--- config.mk ---
export PLATFORM = sky130hd
export DESIGN_NAME = mem_access_stage
export DESIGN_NICKNAME = d
export VERILOG_FILES = /design/src/rtl/mem_access_stage_pkg.sv /design/src/rtl/mem_access_stage_load_extend.sv /design/src/rtl/mem_access_stage.sv
export SDC_FILE = /design/constraint.sdc
export NUM_CORES = 1
export LEC_CHECK = 0
export ABC_AREA = 1
export BUFFER_PORTS_ARGS = -buffer_cell sky130_fd_sc_hd__buf_4
export CELL_PAD_IN_SITES_DETAIL_PLACEMENT = 1
export CELL_PAD_IN_SITES_GLOBAL_PLACEMENT = 1
export CORE_UTILIZATION = 25
export CTS_BUF_LIST = sky130_fd_sc_hd__clkbuf_8 sky130_fd_sc_hd__clkbuf_16
export DETAILED_ROUTE_END_ITERATION = 10
export PLACE_DENSITY = 0.66
export SLEW_MARGIN = 20
export SYNTH_ARGS = -nofsm -noshare
export SYNTH_HDL_FRONTEND = slang
export SYNTH_SLANG_ARGS = --single-unit
--- constraint.sdc ---
create_clock -name iClk -period 2.61 [get_ports iClk]
set_input_delay 0.261 -clock iClk [delete_from_list [all_inputs] [get_ports iClk]]
set_output_delay 0.261 -clock iClk [all_outputs]
set_load 0.005 [all_outputs]
--- src/rtl/mem_access_stage_pkg.sv ---
// Shared core types for the memory stage: op/writeback structs, FSM and LSU funct3 enums,
// plus byte-enable, store-lane and legality helpers used by mem_access_stage.
package corePckg;

  localparam int cXLEN     = 32;
  localparam int cBeBitW   = cXLEN / 8;
  localparam int cRegAddrW = 5;

  typedef enum logic [0:0] {
    eIdle = 1'b0,
    eReq  = 1'b1
  } tMemFsmEnum;

  typedef enum logic [2:0] {
    eLb  = 3'b000,
    eLh  = 3'b001,
    eLw  = 3'b010,
    eLbu = 3'b100,
    eLhu = 3'b101
  } tLsuFunct3Enum;

  typedef struct packed {
    logic                 read;
    logic                 write;
    logic [cXLEN-1:0]     addr;
    logic [cXLEN-1:0]     data;
    logic [2:0]           opType;
    logic [cRegAddrW-1:0] rdAddr;
  } tMemOp;

  typedef struct packed {
    logic                 dv;
    logic [cRegAddrW-1:0] addr;
    logic [cXLEN-1:0]     data;
  } tRegOp;

  // size: funct3[1:0] (00 byte, 01 half, 10 word); lane: addr[1:0]
  function automatic logic [cBeBitW-1:0] lsuByteEn(input logic [1:0] size,
                                                   input logic [1:0] lane);
    logic [cBeBitW-1:0] be;
    case (size)
      2'b00:   be = 4'b0001 << lane;
      2'b01:   be = lane[1] ? 4'b1100 : 4'b0011;
      default: be = 4'b1111;
    endcase
    return be;
  endfunction

  function automatic logic [cXLEN-1:0] lsuStoreData(input logic [1:0]       size,
                                                    input logic [cXLEN-1:0] data);
    logic [cXLEN-1:0] wd;
    case (size)
      2'b00:   wd = {4{data[7:0]}};
      2'b01:   wd = {2{data[15:0]}};
      default: wd = data;
    endcase
    return wd;
  endfunction

  function automatic logic lsuMisaligned(input logic [1:0] size, input logic [1:0] lane);
    logic mis;
    case (size)
      2'b01:   mis = lane[0];
      2'b10:   mis = (lane != 2'b00);
      default: mis = 1'b0;
    endcase
    return mis;
  endfunction

  function automatic logic lsuLegal(input logic isStore, input logic [2:0] funct3);
    logic ok;
    case (funct3)
      eLb, eLh, eLw: ok = 1'b1;
      eLbu, eLhu:    ok = !isStore;
      default:       ok = 1'b0;
    endcase
    return ok;
  endfunction

endpackage

--- src/rtl/mem_access_stage_load_extend.sv ---
// Combinational load lane select and sign/zero extension; shared with forwarding logic.
module load_extend
  import corePckg::*;
(
  input  logic [cXLEN-1:0] iRdata,
  input  logic [1:0]       iAddrLo,
  input  logic [2:0]       iFunct3,
  output logic [cXLEN-1:0] oResult
);

  logic [7:0]  w_byte;
  logic [15:0] w_half;

  always_comb begin
    w_byte  = iRdata[8*iAddrLo +: 8];
    w_half  = iAddrLo[1] ? iRdata[31:16] : iRdata[15:0];
    oResult = iRdata;
    case (iFunct3)
      eLb:     oResult = {{24{w_byte[7]}}, w_byte};
      eLh:     oResult = {{16{w_half[15]}}, w_half};
      eLbu:    oResult = {24'h0, w_byte};
      eLhu:    oResult = {16'h0, w_half};
      default: oResult = iRdata;
    endcase
  end

endmodule

--- src/rtl/mem_access_stage.sv ---
// Memory access stage: one load/store at a time over a req/ack data-memory port.
// Optional ack watchdog (oExcBusTimeout) is built when MEM_TIMEOUT_EN is defined.
module mem_access_stage
  import corePckg::*;
#(
  parameter int pTimeoutCycles = 255,
  parameter int pCntBitW       = 8
) (
  input  logic               iClk,
  input  logic               iRst_n,
  input  tMemOp              iMemOp,
  input  logic               iMemOpDv,
  output logic               oBusy,
  output logic               oDmemReq,
  output logic               oDmemWe,
  output logic [cXLEN-1:0]   oDmemAddr,
  output logic [cBeBitW-1:0] oDmemBe,
  output logic [cXLEN-1:0]   oDmemWdata,
  input  logic               iDmemAck,
  input  logic [cXLEN-1:0]   iDmemRdata,
  output tRegOp              oRegOp,
  output logic               oExcMisalign,
  output logic               oExcIllegal
`ifdef MEM_TIMEOUT_EN
  ,
  output logic               oExcBusTimeout
`endif
);

  if ((2 ** pCntBitW) <= pTimeoutCycles) begin : g_badCntWidth
    $error("pCntBitW too narrow for pTimeoutCycles");
  end

  tMemFsmEnum           r_state;
  tMemFsmEnum           w_stateNxt;
  logic                 w_accept;
  logic                 w_misalign;
  logic                 w_illegal;
  logic                 w_done;
  logic                 r_we;
  logic [cXLEN-1:0]     r_dmemAddr;
  logic [1:0]           r_addrLo;
  logic [cBeBitW-1:0]   r_be;
  logic [cXLEN-1:0]     r_wdata;
  logic [2:0]           r_funct3;
  logic [cRegAddrW-1:0] r_rd;
  tRegOp                r_regOp;
  logic                 r_excMis;
  logic                 r_excIll;
  logic [cXLEN-1:0]     w_ldResult;

`ifdef MEM_TIMEOUT_EN
  localparam logic [pCntBitW-1:0] cTimeoutLast = pCntBitW'(pTimeoutCycles - 1);
  logic [pCntBitW-1:0] r_cnt;
  logic                r_excTimeout;
  logic                w_timeout;
`endif

  always_ff @(posedge iClk) begin
    if (!iRst_n) r_state <= eIdle;
    else         r_state <= w_stateNxt;
  end

  always_comb begin
    w_stateNxt = r_state;
    w_accept   = 1'b0;
    w_misalign = 1'b0;
    w_illegal  = 1'b0;
    w_done     = 1'b0;
`ifdef MEM_TIMEOUT_EN
    w_timeout  = 1'b0;
`endif
    case (r_state)
      eIdle: begin
        if (iMemOpDv) begin
          if (iMemOp.read && iMemOp.write) begin
            w_illegal = 1'b1;
          end else if (iMemOp.read || iMemOp.write) begin
            if (!lsuLegal(iMemOp.write, iMemOp.opType)) begin
              w_illegal = 1'b1;
            end else if (lsuMisaligned(iMemOp.opType[1:0], iMemOp.addr[1:0])) begin
              w_misalign = 1'b1;
            end else begin
              w_accept   = 1'b1;
              w_stateNxt = eReq;
            end
          end
        end
      end
      eReq: begin
        // Ack wins over a watchdog expiry landing on the same cycle
        if (iDmemAck) begin
          w_done     = 1'b1;
          w_stateNxt = eIdle;
        end
`ifdef MEM_TIMEOUT_EN
        else if (r_cnt == cTimeoutLast) begin
          w_timeout  = 1'b1;
          w_stateNxt = eIdle;
        end
`endif
      end
      default: w_stateNxt = eIdle;
    endcase
  end

  load_extend u_loadExtend (
    .iRdata  (iDmemRdata),
    .iAddrLo (r_addrLo),
    .iFunct3 (r_funct3),
    .oResult (w_ldResult)
  );

  always_ff @(posedge iClk) begin
    if (!iRst_n) begin
      r_we       <= 1'b0;
      r_dmemAddr <= '0;
      r_addrLo   <= '0;
      r_be       <= '0;
      r_wdata    <= '0;
      r_funct3   <= '0;
      r_rd       <= '0;
      r_regOp    <= '0;
      r_excMis   <= 1'b0;
      r_excIll   <= 1'b0;
    end else begin
      if (w_accept) begin
        r_we       <= iMemOp.write;
        r_dmemAddr <= {iMemOp.addr[cXLEN-1:2], 2'b00};
        r_addrLo   <= iMemOp.addr[1:0];
        r_be       <= lsuByteEn(iMemOp.opType[1:0], iMemOp.addr[1:0]);
        r_wdata    <= lsuStoreData(iMemOp.opType[1:0], iMemOp.data);
        r_funct3   <= iMemOp.opType;
        r_rd       <= iMemOp.rdAddr;
      end
      r_excMis   <= w_misalign;
      r_excIll   <= w_illegal;
      r_regOp.dv <= 1'b0;
      // x0 loads still complete on the bus but never write back
      if (w_done && !r_we && (r_rd != '0)) begin
        r_regOp.dv   <= 1'b1;
        r_regOp.addr <= r_rd;
        r_regOp.data <= w_ldResult;
      end
    end
  end

`ifdef MEM_TIMEOUT_EN
  always_ff @(posedge iClk) begin
    if (!iRst_n) begin
      r_cnt        <= '0;
      r_excTimeout <= 1'b0;
    end else begin
      r_excTimeout <= w_timeout;
      if (w_accept)                             r_cnt <= '0;
      else if ((r_state == eReq) && !iDmemAck) r_cnt <= r_cnt + 1'b1;
    end
  end

  assign oExcBusTimeout = r_excTimeout;
`endif

  assign oBusy        = (r_state == eReq);
  assign oDmemReq     = (r_state == eReq);
  assign oDmemWe      = r_we;
  assign oDmemAddr    = r_dmemAddr;
  assign oDmemBe      = r_be;
  assign oDmemWdata   = r_wdata;
  assign oRegOp       = r_regOp;
  assign oExcMisalign = r_excMis;
  assign oExcIllegal  = r_excIll;

endmodule
==> results of run 1 <==
[metal layers]
layer	GRT usage [%]	routed length (µm)
met1	23.0	9220
met3	6.24	1320
met4	4.85	205
met2	29.6	9280
met5	0	0
[critical path, cell delays in order, from the launching register on]
cell	delay, ns
dfxtp_1	0.51
buf_4	0.24
nand2_1	0.06
o21ai_0	0.11
nand3b_1	0.45
nand3_1	0.27
nand2_1	0.07
inv_1	0.05
[cell type report]
type                    count  area (µm²)  share of cell area, %
clock buffers              20         467                   5.89
clock inverters            12         126                   1.59
inverters                  56         210                   2.65
multi-input cells         607        2630                   33.1
flip-flops and latches    118        2360                   29.8
well taps                 275         344                   4.34
repair buffers            235        1790                   22.6
[registers in the layout, indices dropped and copies added (netlist names), 2 cells and up]
signal,flops
r_rd,5
r_funct3,3
oRegOp,38
oDmemAddr,30
r_addrLo,2
oDmemWdata,32
oDmemBe,4
[cell usage in the layout (no fill, tap or decap), types with 3 or more instances in the layout]
master	count
buf_4	233
a21o_1	7
clkbuf_8	3
inv_2	4
clkinv_2	4
clkbuf_16	17
clkinvlp_4	5
o21ai_0	81
ha_1	3
inv_1	52
dfxtp_1	118
nand2_1	251
nor2_1	137
a21oi_1	87
nand3_1	25
[per-stage QoR]
step / power [mW] / setup slack [ns] / hold slack [ns] / std cells
floorplan: 2.29 / 1.03 / 0.396 / 837
global placement: 2.64 / 0.772 / 0.449 / 1291
detailed placement: 2.64 / 0.692 / 0.454 / 1291
CTS: 5.04 / 0.778 / 0.0464 / 1323
global route: 5.20 / 0.559 / 0.0626 / 1323
finish: 4.94 / 0.789 / 0.0662 / 1323
[cell families (layout without fill, tap and decap cells)]
kind of cell             count (synthesis)  after routing  share of synthesized area (%)
AO/OA/AOI/OAI                          178            178                           16.7
AND/OR/NAND/NOR                        424            424                           30.4
other                                    1              2                         0.0683
flip-flops                             118            118                           43.1
buffers and inverters                  112            323                           9.12
adder cells (fa/ha/maj)                  3              3                          0.684
[worst paths after layout]
path                                  endpoint  depth (start not counted)
worst max-delay path                oRegOp[27]                          7
worst min-delay path              oDmemAddr[4]                          3
worst max register to register      oRegOp[27]                          7
worst min register to register  oDmemWdata[22]                          2
[power groups by stage]
stage,logic [mW],clock network [mW],registers [mW]
finish,0.679,2.35,1.92
global route,0.768,2.50,1.93
CTS,0.690,2.43,1.92
detailed placement,0.686,0,1.96
global placement,0.682,0,1.95
floorplan,0.337,0,1.95
==> flow_summary.yaml, run 1 <==
outcome:
  status: "complete, no violations"
cts:
  root_buffer: "clkbuf_16"
  clock_sinks: 118
  ctsResizeCount: 0
  post-cts-setup-buffer-count: 0
  cts_tree: "built"
  clk_latency_ns: 0.42
  clk_pin_slew_ns: 0.06
  hold_buffers: 0
  cts_made_buffers: 17
  htree_levels: 4
  clk_path_buf_depth: 2
final_layout:
  fin_util_pct: 37.2
  diodes: 0
  fin_nets: 1148
  nFillCells: 2696
  design_area_um2: 7930
  areaGrowthSynthToFinish_pct: 44.5
  layout-drive-gt1-share_pct: 26.5
flow_run:
  maxCapViolCount: 0
grt:
  grt_pass1_vias: 5934
  antenna_found_initial: 0
  grt_max_degree: 51
  globalRouteTotalUtil_pct: 18.3
  grt_overflow_total: 0
  grt_pass1_wl_um: 31800
critical_path:
  worstPathRequired_ns: 2.97
  critPathKind: "register to register"
  end_kind: "register"
  critPathArrivalTime_ns: 2.18
  worst-path-max-fanout: 16
  cp-startpoint: "r_addrLo[1]"
  worstSetupStartpointType: "register"
  reg2reg_slack_ns: 0.79
  r2r_start: "r_addrLo[1]"
floorplan:
  die_w_um: 150
  core_area_um2: 21300
  io_pins: 221
  rows: 53
  die-area_um2: 22500
  die_h_um: 150
  initial_utilization_pct: 25.8
detailed_routing:
  vias: 5907
  ant_nets: 0
  viasPerCell: 4.46
  drc: 0
  wire_per_inst_um: 15.1
  dr.pass1.iters: 4
  drtIter0Drc: 233
  detail_route.wirelength_um: 20000
synth:
  synth_top_flop_cell: "dfxtp_1"
  netlist_area_um2: 5490
  yosysMostFrequentCell: "nand2_1"
  avgSynthCellArea_um2: 6.56
  synth_cells: 836
  yosysTopAreaCellShare_pct: 43.1
  synth_cell_type_count: 25
  synth-async-reset-ratio_pct: 0
  synth_edf_count: 0
  synth_seq_cells: 118
  yosysSeqAreaShare_pct: 43.1
  synth_largest_area_cell: "dfxtp_1"
  ys_warn_count: 0
  synth_area_leaders: "dfxtp_1, nand2_1, nor2_1"
  ys_top_cells_by_count: "nand2_1, nor2_1, dfxtp_1"
power_and_ir_drop:
  pwr_density_cell_nw_per_um2: 624
  combPwrFrac_pct: 13.7
  seq_power_share_pct: 38.8
  p_leak_nw: 3.92
  ir_drop_mv: 0.406
  p_int_mw: 3.65
  sw_frac_of_total_pct: 26.1
  netSwitchingPower_mw: 1.29
  clockPowerShare_pct: 47.5
timing:
  fin_crit_sh_pct: 69.8
  period_minus_slack_ns: 1.82
  worst_pin_slew_ns: 0.574
  max_slew_margin_pct: 61.6
  setup_viol: 0
  clock_skew_ns: 0.00670
  fmax_ghz: 0.549
  setup_tns_ns: 0
  report.final.slew_viol_count: 0
  rsz0062_at_grt: "false"
  timing.final.hold_violations: 0
placement:
  place_area_um2: 7330
  gp_congestion: 0.777
  hpwl_um: 14500
  port_buffers: 218
min_path:
  min_from: "iMemOp[44]"
  hold_path.class: "primary input to register"
No activity file was read; power rests on OpenSTA's default activity.
==> inputs of run 2 (changes only) <==
Settings changed: PLACE_DENSITY 0.66 to 0.68.
Clock period 2.61 ns to 1.5 ns, I/O delays scaled along.
==> run 2 against run 1 <==
Final cell count increased by 5.2%. Critical path type unchanged. Largest cell class is now non-clock buffers. Count of clock-buffer cells in the layout increased by 2. Clock skew rose by 0.0043 ns. Worst setup slack got worse by 0.71 ns. Sequential power grew 74%.
==> flow_summary.yaml, run 2 (synthesis results as in run 1) <==
final_layout:
  areaGrowthSynthToFinish_pct: 62.3
  final_cell_mix: "nand2_1, buf_4, nor2_1, dfxtp_1, a21oi_1"
  layout_commonest_cell: "nand2_1"
  layout-drive-gt1-share_pct: 28.4
  diodes: 0
  largest_reg_flops: 38
  instances_no_fill: 1392
  fin_nets: 1220
grt:
  globalRouteTotalUtil_pct: 18.5
  grt_pass1_vias: 6115
  grt_max_degree: 43
  grt_overflow_total: 0
  antenna_found_initial: 0
  grt_pass1_wl_um: 32100
timing:
  period_minus_slack_ns: 1.42
  fin_hold_ws_ns: 0.0194
  fin_crit_sh_pct: 94.6
  timing.final.hold_violations: 0
  clock_skew_ns: 0.0110
  setup_viol: 0
  fmax_ghz: 0.705
  report.final.slew_viol_count: 0
  setup_tns_ns: 0
critical_path:
  reg2reg_depth: 9
  end_kind: "register"
  worst-path-max-fanout: 6
  cp-startpoint: "oBusy"
  critPathKind: "register to register"
  crit_family: "buffers and inverters"
  crit_chain: "inv_4 -> nand3_2 -> inv_1 -> nand2_2 -> nor2_4 -> clkbuf_16 -> buf_6 -> nand2_1 -> a21oi_1"
  critPathArrivalTime_ns: 1.76
  reg2reg_slack_ns: 0.08
  max_stage_delay_ns: 0.33
  worstPathBufferInverterCount: 4
  r2r_start: "oBusy"
  worstSetupStartpointType: "register"
  timing.rr.end: "oDmemWdata[26]"
  worstPathRequired_ns: 1.84
  slowest_stage: "dfxtp_2"
cts:
  htree_levels: 4
  root_buffer: "clkbuf_16"
  clk_path_buf_depth: 2
  clk_pin_slew_ns: 0.05
  cts_tree: "built"
  clk_latency_ns: 0.41
  cts_made_buffers: 17
  clock_sinks: 118
floorplan:
  die_h_um: 150
  initial_utilization_pct: 25.8
  rows: 53
  core_area_um2: 21300
  die-area_um2: 22500
  io_pins: 221
  die_w_um: 150
detailed_routing:
  detail_route.wirelength_um: 22600
  vias: 6282
  viasPerCell: 4.51
  wire_per_inst_um: 16.2
  ant_nets: 0
  drc: 0
  drtIter0Drc: 254
  dr.pass1.iters: 4
power_and_ir_drop:
  pwr_density_cell_nw_per_um2: 974
  p_leak_nw: 4.36
  ir_drop_mv: 0.765
placement:
  placed_cells: 1305
  port_buffers: 218
  gp_congestion: 0.785
  hpwl_um: 14500
min_path:
  min_from: "iMemOp[10]"
  hold_path.class: "primary input to register"
  holdPathStages: 3
  whs_endpoint: "oDmemWdata[2]"
flow_run:
  maxCapViolCount: 0
outcome:
  status: "complete, no violations"
## run 2: worst reg2reg max path, delay by kind of cell (launching register included)
| family | cells | cell delay [ns] |
|---|---|---|
| buffers and inverters | 4 | 0.47 |
| DFF | 1 | 0.33 |
| and+or+nand+nor | 4 | 0.41 |
| AOI/OAI and AO/OA | 1 | 0.13 |
## run 2: repair_timing
action | 4_1_cts | 5_1_grt
cloned | 0 | 15
hold buffers | 41 | 0
resized for setup | 1 | 38
setup endpoints to repair | 7 | 109
pin swaps | 0 | 7
hold endpoints to repair | 41 | 0
setup buffers | 0 | 3
## run 2: final cells by class
type                            instances  area, µm²
Timing Repair Buffer                  307       2750
Tap cell                              275        344
Sequential cell                       118       2360
Multi-Input combinational cell        607       2690
Clock buffer                           22        494
Fill cell                            2639      12400
Inverter                               56        215
Clock inverter                          7       56.3
## run 2: through the flow
stage | area (µm²) | setup WS [ns] | util [%] | power (mW)
finish | 8910 | 0.0817 | 41.8 | 8.67
global placement | 7490 | -0.0405 | 35.2 | 4.62
global route | 8910 | -0.00149 | 41.8 | 9.07
CTS | 8460 | 0.0473 | 39.7 | 8.64
floorplan | 5490 | 0.0243 | - | 3.98
detailed placement | 7490 | -0.0970 | 35.2 | 4.63
## run 2: worst max-delay path by stage
stage,depth (start not counted),to,slack (ns)
after floorplan,7,oRegOp[10],0.02
after global placement,11,r_funct3[1],-0.04
after detailed placement,10,oDmemAddr[24],-0.1
after CTS,8,oRegOp[26],0.05
after global routing,9,r_rd[1],-0.001
final,9,oDmemWdata[26],0.08
## run 2: per-layer routing
metal / vias to the layer above / track usage (%) / part of all wire (%)
met5: - / 0 / 0
met4: 0 / 5.86 / 1.2
met3: 22 / 4.70 / 5.1
met2: 159 / 30.4 / 49
met1: 2923 / 23.5 / 45
li1: 3178 / - / -
## run 2: report_power, final
part           total, mW  internal (mW)  switching, mW
combinational       1.48          0.732          0.746
sequential          3.34           3.26         0.0751
clock               3.86           2.44           1.42
total               8.67           6.43           2.24
